<file path="src/rtl/r_capture_packetizer.sv">
// Buffers captured AXI R beats in a record FIFO and emits each one as a
// two-beat AXI-Stream frame (header, then data). Also drives the tap throttle.
module r_capture_packetizer #(
    parameter int                             DATA_WIDTH        = 128,
    parameter int                             ID_WIDTH          = 32,
    parameter int                             STREAM_TYPE_WIDTH = 3,
    parameter logic [STREAM_TYPE_WIDTH-1:0]   STREAM_TYPE       = '0,
    parameter int                             DEPTH             = 8
) (
    input  logic                    clk,
    input  logic                    resetn,
    input  logic                    cap_valid,
    input  logic [DATA_WIDTH-1:0]   cap_data,
    input  logic [ID_WIDTH-1:0]     cap_id,
    input  logic [1:0]              cap_resp,
    input  logic                    cap_last,
    output logic                    can_forwardR,
    output logic                    m_tvalid,
    output logic [DATA_WIDTH-1:0]   m_tdata,
    output logic                    m_tlast,
    output logic [DATA_WIDTH/8-1:0] m_tkeep,
    input  logic                    m_tready,
    output logic [15:0]             overflow_cnt,
    output logic [15:0]             seq_num
);

    localparam int PTR_W = $clog2(DEPTH);
    localparam int CNT_W = PTR_W + 1;
    localparam int REC_W = DATA_WIDTH + ID_WIDTH + 2 + 1 + 16;
    localparam logic [CNT_W-1:0] FULL_LVL  = CNT_W'(DEPTH);
    localparam logic [CNT_W-1:0] THROT_LVL = CNT_W'(DEPTH - 3);

    typedef enum logic [1:0] {S_IDLE, S_HDR, S_DATA} state_t;

    state_t             state;
    logic [REC_W-1:0]   mem [DEPTH];
    logic [PTR_W-1:0]   wr_ptr;
    logic [PTR_W-1:0]   rd_ptr;
    logic [CNT_W-1:0]   count;
    logic               push;
    logic               pop;
    logic [REC_W-1:0]   cap_rec;
    logic [REC_W-1:0]   head_rec;
    logic [REC_W-1:0]   next_rec;

    // Record layout, LSB first: seq[15:0], last, resp[1:0], id, data.
    function automatic logic [DATA_WIDTH-1:0] make_hdr(input logic [REC_W-1:0] rec);
        logic [DATA_WIDTH-1:0] h;
        h = '0;
        h[15:0]                              = rec[15:0];
        h[17:16]                             = rec[18:17];
        h[18]                                = rec[16];
        h[24 +: ID_WIDTH]                    = rec[19 +: ID_WIDTH];
        h[DATA_WIDTH-1 -: STREAM_TYPE_WIDTH] = STREAM_TYPE;
        return h;
    endfunction

    assign cap_rec  = {cap_data, cap_id, cap_resp, cap_last, seq_num};
    assign push     = cap_valid && (count < FULL_LVL);
    assign pop      = (state == S_DATA) && m_tready;
    assign head_rec = mem[rd_ptr];
    // After a pop at count==1 the next record is the one arriving this cycle.
    assign next_rec = (count > CNT_W'(1)) ? mem[rd_ptr + PTR_W'(1)] : cap_rec;

    assign can_forwardR = resetn && (count <= THROT_LVL);
    assign m_tkeep      = '1;

    always_ff @(posedge clk) begin
        if (push) begin
            mem[wr_ptr] <= cap_rec;
        end
    end

    always_ff @(posedge clk) begin
        if (!resetn) begin
            state        <= S_IDLE;
            m_tvalid     <= 1'b0;
            m_tlast      <= 1'b0;
            m_tdata      <= '0;
            wr_ptr       <= '0;
            rd_ptr       <= '0;
            count        <= '0;
            seq_num      <= '0;
            overflow_cnt <= '0;
        end else begin
            if (push) begin
                wr_ptr <= wr_ptr + PTR_W'(1);
            end
            if (cap_valid) begin
                seq_num <= seq_num + 16'd1;
            end
            if (cap_valid && !push && (overflow_cnt != 16'hFFFF)) begin
                overflow_cnt <= overflow_cnt + 16'd1;
            end
            if (push && !pop) begin
                count <= count + CNT_W'(1);
            end else if (pop && !push) begin
                count <= count - CNT_W'(1);
            end

            case (state)
                S_IDLE: begin
                    if (count != '0) begin
                        m_tdata  <= make_hdr(head_rec);
                        m_tvalid <= 1'b1;
                        m_tlast  <= 1'b0;
                        state    <= S_HDR;
                    end
                end
                S_HDR: begin
                    if (m_tready) begin
                        m_tdata <= head_rec[REC_W-1 -: DATA_WIDTH];
                        m_tlast <= 1'b1;
                        state   <= S_DATA;
                    end
                end
                S_DATA: begin
                    if (m_tready) begin
                        rd_ptr <= rd_ptr + PTR_W'(1);
                        if ((count > CNT_W'(1)) || push) begin
                            m_tdata <= make_hdr(next_rec);
                            m_tlast <= 1'b0;
                            state   <= S_HDR;
                        end else begin
                            m_tvalid <= 1'b0;
                            m_tlast  <= 1'b0;
                            state    <= S_IDLE;
                        end
                    end
                end
                default: begin
                    m_tvalid <= 1'b0;
                    m_tlast  <= 1'b0;
                    state    <= S_IDLE;
                end
            endcase
        end
    end

endmodule

</file>
<file path="config.mk">
export PLATFORM = sky130hd
export DESIGN_NAME = r_capture_packetizer
export DESIGN_NICKNAME = d
export VERILOG_FILES = /design/src/rtl/r_capture_packetizer.sv
export SDC_FILE = /design/constraint.sdc
export NUM_CORES = 2
export LEC_CHECK = 0
export ABC_AREA = 1
export ABC_CLOCK_PERIOD_IN_PS = 11700
export CAP_MARGIN = 0
export CORE_MARGIN = 3
export CORE_UTILIZATION = 50
export CTS_CLUSTER_DIAMETER = 30
export DETAILED_ROUTE_END_ITERATION = 10
export GPL_TIMING_DRIVEN = 1
export PLACE_DENSITY = 0.67
export SYNTH_ARGS = -nofsm -noshare
export SYNTH_HDL_FRONTEND = slang
export SYNTH_SLANG_ARGS = --single-unit
</file>
<file path="constraint.sdc">
create_clock -name clk -period 11.7 [get_ports clk]
set_input_delay 1.17 -clock clk [delete_from_list [all_inputs] [get_ports clk]]
set_output_delay 1.17 -clock clk [all_outputs]
set_load 0.05 [all_outputs]
</file>
Word-level counts from Yosys, hierarchy flattened
Memories as Yosys holds them, arrays and structs flattened. A register that Yosys moved wholly into a read port is not among the register bits.
Index checks and enable logic that the tools add are counted.
Word-level totals
  memories kept: 1
  word-level logic and storage cells: 71
  bits of input ports: 167
  bits in registers: 174
  memory bits (writable): 1432
Memories
  mem: words 8, width 179, read ports 2, clocked after Yosys merged registers in 1, write ports 1, RTL line 36  | logic [REC_W-1:0] mem [DEPTH];
Operators by class
  muxes and demuxes: 25
  $add $sub $neg: 6
  bitwise gates (word level): 1
  equality and inequality tests: 8
  order comparisons: 3
  reductions and logical operators: 18
Operators with widths (count)
  two-way mux 128 bit: 4
  one-hot mux 128 bit (3 select lines): 1
  two-way mux 51 bit: 1
  adder 16 x 1 -> 16 bit, second input constant: 2
  != test 16 bit, second input constant: 1
  two-way mux 1 bit: 9
  two-way mux 4 bit: 2
  != test 2 bit, second input constant: 4
  logical AND 1 bit: 7
  adder 3 x 1 -> 3 bit, second input constant: 2
  two-way mux 2 bit: 3
  two-way mux 3 bit: 2
  one-hot mux 1 bit (3 select lines): 2
  one-hot mux 2 bit (3 select lines): 1
  AND reduction 5 bit: 1
  adder 4 x 1 -> 4 bit, second input constant: 1
  greater-than comparator 4 x 1 -> 1 bit, second input constant: 1
  <= comparator 4 x 3 -> 1 bit, second input constant: 1
  < comparator 4 bit, second input constant: 1
  AND reduction 4 bit: 1
  nonzero test 4 bit: 1
  subtractor 4 x 1 -> 4 bit, second input constant: 1
  AND reduction 3 bit: 1
  nonzero test 3 bit: 1
  other kinds (9): 10

Depth between registers and ports, before layout
  depth in word-level cells: 6
  gate-level depth with buffers: 13
  mapped depth without buffers: 11

Worst setup path after synthesis
Ideal clock, no wire load.
  path type: in2reg
  from: input cap_valid
  to: memory mem[1][0] (netlist name), enable pin
  arrival time: 9297 ps
  cell stages on the path: 7
  required time: 10979 ps
  path buffers: 1
  setup slack: 1682 ps
  setup time: 721 ps
  cell sequence: buf_2 > inv_1 > nor2_1 > inv_1 > nor2_1 > inv_1 > nor2_1
Between the ends
  longest elaborated chain between the ends: 3
Ends and longest elaborated chain
  from (decl): RTL line 12  | input logic cap_valid,
  logical AND 1 bit: RTL line 59  | assign push = cap_valid && (count < FULL_LVL);
  named net push: RTL line 40  | logic push;
  two-way mux 1 bit: RTL line 69  | if (push) begin
  two-way mux 1 bit (not written as such): RTL line 70  | mem[wr_ptr] <= cap_rec;
  to (decl): RTL line 36
The timed path passes the listed nets, and every way through them passes these cells.

Worst setup path after layout
  from: input cap_valid
  to: memory mem[4][36] (netlist name), enable pin
The elaborated chain is that of the path after synthesis.

==> summary.txt <==
FF+latch count, synth: 1,609
Layout cells sized above 1: 0.0874
CTS buffer count: 343
Slew HR: 0.200
CORE AREA: 0.136 mm2
Startpoint Class: primary input
Final Setup Violations: 0
Die ar.: 0.142 mm2
Vias: 50,600
DR DRC count: 0
Syn Inst Count: 6,553
Initial Util: 0.505
IO Pins: 346
Slew @ Worst Pin: 1.20 ns
Dpl ws: 6.03 ns
Largest net degree at the start of global routing: 231
Power Total: 20,600 uW
Width of the chip: 377 um
RSZ-0062 raised after global routing: no
Initial antenna violation count: 35
Worst Skew: 0.0573 ns
Final core occ: 0.621
Mean area per synthesized cell: 10.5 um2
CTS Hold Bufs: 0
Die Height: 377 um
Setup WS post-layout: 6.91 ns
Ys Warns: 0
Slew Limit Fails: 0
Global Route Usage Sum: 0.272
Net count, final: 7,039
Mapped Area: 0.0687 mm2
TritonCTS clock tree: done
Crit path largest cell delay: 1.00 ns
Data required, critical path: 12.16 ns
Yosys cell types: 33
Power density over the cells: 244 mW/mm2
Crit-path cells: clkdlybuf4s50_1 > inv_1 > nor2_1 > buf_4 > nand2_1 > nor2_4 > buf_4 > buf_4
Crit-path max FO: 60
Setup crit end kind: flip-flop
Crit path arrival time: 5.25 ns
Clk sinks: 1,609
Main synth FF type: edfxtp_1
Detailed Route Iter0 Violations: 5,103
Vias in the first global route: 50,200
Clk slew on worst S/H paths: 0.05 ns
Post-DRT Antenna Nets: 0
GRT Residual Overflow: 0
Post-CTS Resized: 0
Drt pass-1 iters: 6
Final period util: 0.410
Outcome: finished, final reports clean
Top cell by count, worst path: buf_4
Peak VDD IR: 280 uV
Worst R2R Setup Slack: 7.03 ns
Final min period: 4.79 ns
Row Count: 135
WL/cell: 21.9 um
Dpl hpwl: 99.0 mm
IO buf count: 329
H-Tree Level Count: 5
CTS max path bufs: 4
DR vias/cell: 5.66
Cell count of the worst hold path: 2
Max Cap Violations: 0
Area grow syn2layout: 23.0%
Fin. Hold Viols: 0
Fraction of registers with async set/reset: 0
Worst-skew pair later-pin latency: 0.90 ns
Post-CTS Setup Inserts: 0
Sequential cell area fraction in the yosys report: 0.678
Crit Path Category: in2reg
Min-delay worst type: reg2reg
Slowest CP cell: buf_4
First-pass GRT wire length: 295 mm
Root Driver: clkbuf_16
Max Fclk: 0.209 GHz
Number of fillers in the final layout: 10,300
Leak: 0.0306 uW
Total negative slack: 0 ns
Gpl congestion: 0.832
Final wirelength: 196 mm
Number of flops mapped to enable cells by yosys: 1,432
R2R depth: 10
==> cells in the final DEF, fill, tap and decap left out, types with 3 or more instances in the layout <==
cell type        count
a21boi_0           154
a21oi_1            144
buf_12               8
buf_4               59
bufinv_16           45
clkbuf_1            50
clkbuf_16          347
clkbuf_8            19
clkdlybuf4s50_1    328
clkinv_1            39
clkinv_2            57
clkinv_4            23
clkinvlp_4          26
conb_1              16
dfxtp_1            173
dfxtp_4              4
diode_2             20
edfxtp_1          1432
ha_1                12
inv_1              218
inv_6                8
nand2_1           1804
nand3_1            634
nor2_1             762
nor2_4               8
nor3_1              10
o211ai_1           223
o21a_1               3
o21ai_0            446
o21ai_1             35
xnor2_1              9
xor2_1               4
==> final timing paths <==
path | start | endpoint
hold reg to reg | wr_ptr[0]$_SDFFE_PN0P_ | wr_ptr[0]$_SDFFE_PN0P_
setup reg to reg | flip-flop | m_tdata[122]$_SDFFE_PN0P_
setup / recovery | cap_valid | mem[4][36]$_DFFE_PP_
hold / removal | wr_ptr[0]$_SDFFE_PN0P_ | wr_ptr[0]$_SDFFE_PN0P_
==> critical path: cells and delay by family <==
family | cells | cell delay [ns]
buf+inv | 5 | 2.92
simple gates | 3 | 1.04
==> routing by layer <==
layer	GRT usage	routed length, um	up-vias
met5	0	129	-
met4	0.136	8830	18
met3	0.0627	16800	526
met2	0.446	94000	2274
met1	0.339	75700	24400
li1	-	-	23300
==> registers in the layout, summed over array words and instances, names as in the netlist, named ones only <==
register,flops
mem,1432
state,2
rd_ptr,3
m_tdata,128
seq_num,16
overflow_cnt,16
wr_ptr,3
m_tvalid,1
count,4
m_tlast,1
==> cell usage after synthesis (all sizes together) (144+ instances only) <==
cell	instances	share of area
o21ai	481	0.035
buf	199	0.015
nand3	635	0.046
a21oi	144	0.010
inv	225	0.012
edfxtp	1432	0.63
o211ai	223	0.024
nand2	1806	0.099
a21boi	154	0.017
clkbuf	253	0.014
dfxtp	177	0.052
nor2	770	0.042
==> power breakdown <==
part           internal [uW]  switching (uW)  leakage, uW
sequential              6670             230       0.0144
clock                   6490            2970      0.00553
combinational           1150            3130       0.0107
==> stage by stage <==
step | cell area, um2 | hold WS [ns] | std cells
floorplan | 68700 | 0.458 | 6568
global placement | 73000 | 0.477 | 8293
detailed placement | 73000 | 0.481 | 8293
CTS | 84400 | 0.486 | 8906
global route | 84400 | 0.538 | 8908
finish | 84500 | 0.484 | 8926
==> area by class of cell <==
class	instances	area, um2	area share
clock buffer	416	9130	0.108
clock inverter	197	2280	0.0270
inverter	226	877	0.0104
tap	1781	2230	0.0264
multi-input combinational	4281	19400	0.230
sequential	1609	46600	0.551
timing repair buffer	396	3890	0.0461
antenna	20	50.0	0.000593
==> cell families (layout without fill, tap and decap cells) <==
logic type	Yosys count	count (layout)	synth area share
and+or+nand+nor	3227	3227	0.189
adders and majority gates	15	15	0.00273
buffers and inverters	678	1235	0.0414
other	1	36	0.0000546
AOI/OAI and AO/OA	1009	1009	0.0876
DFF	1609	1609	0.678
xor gates and xnor gates	14	14	0.00179
Power figures use the tool's default switching activity.
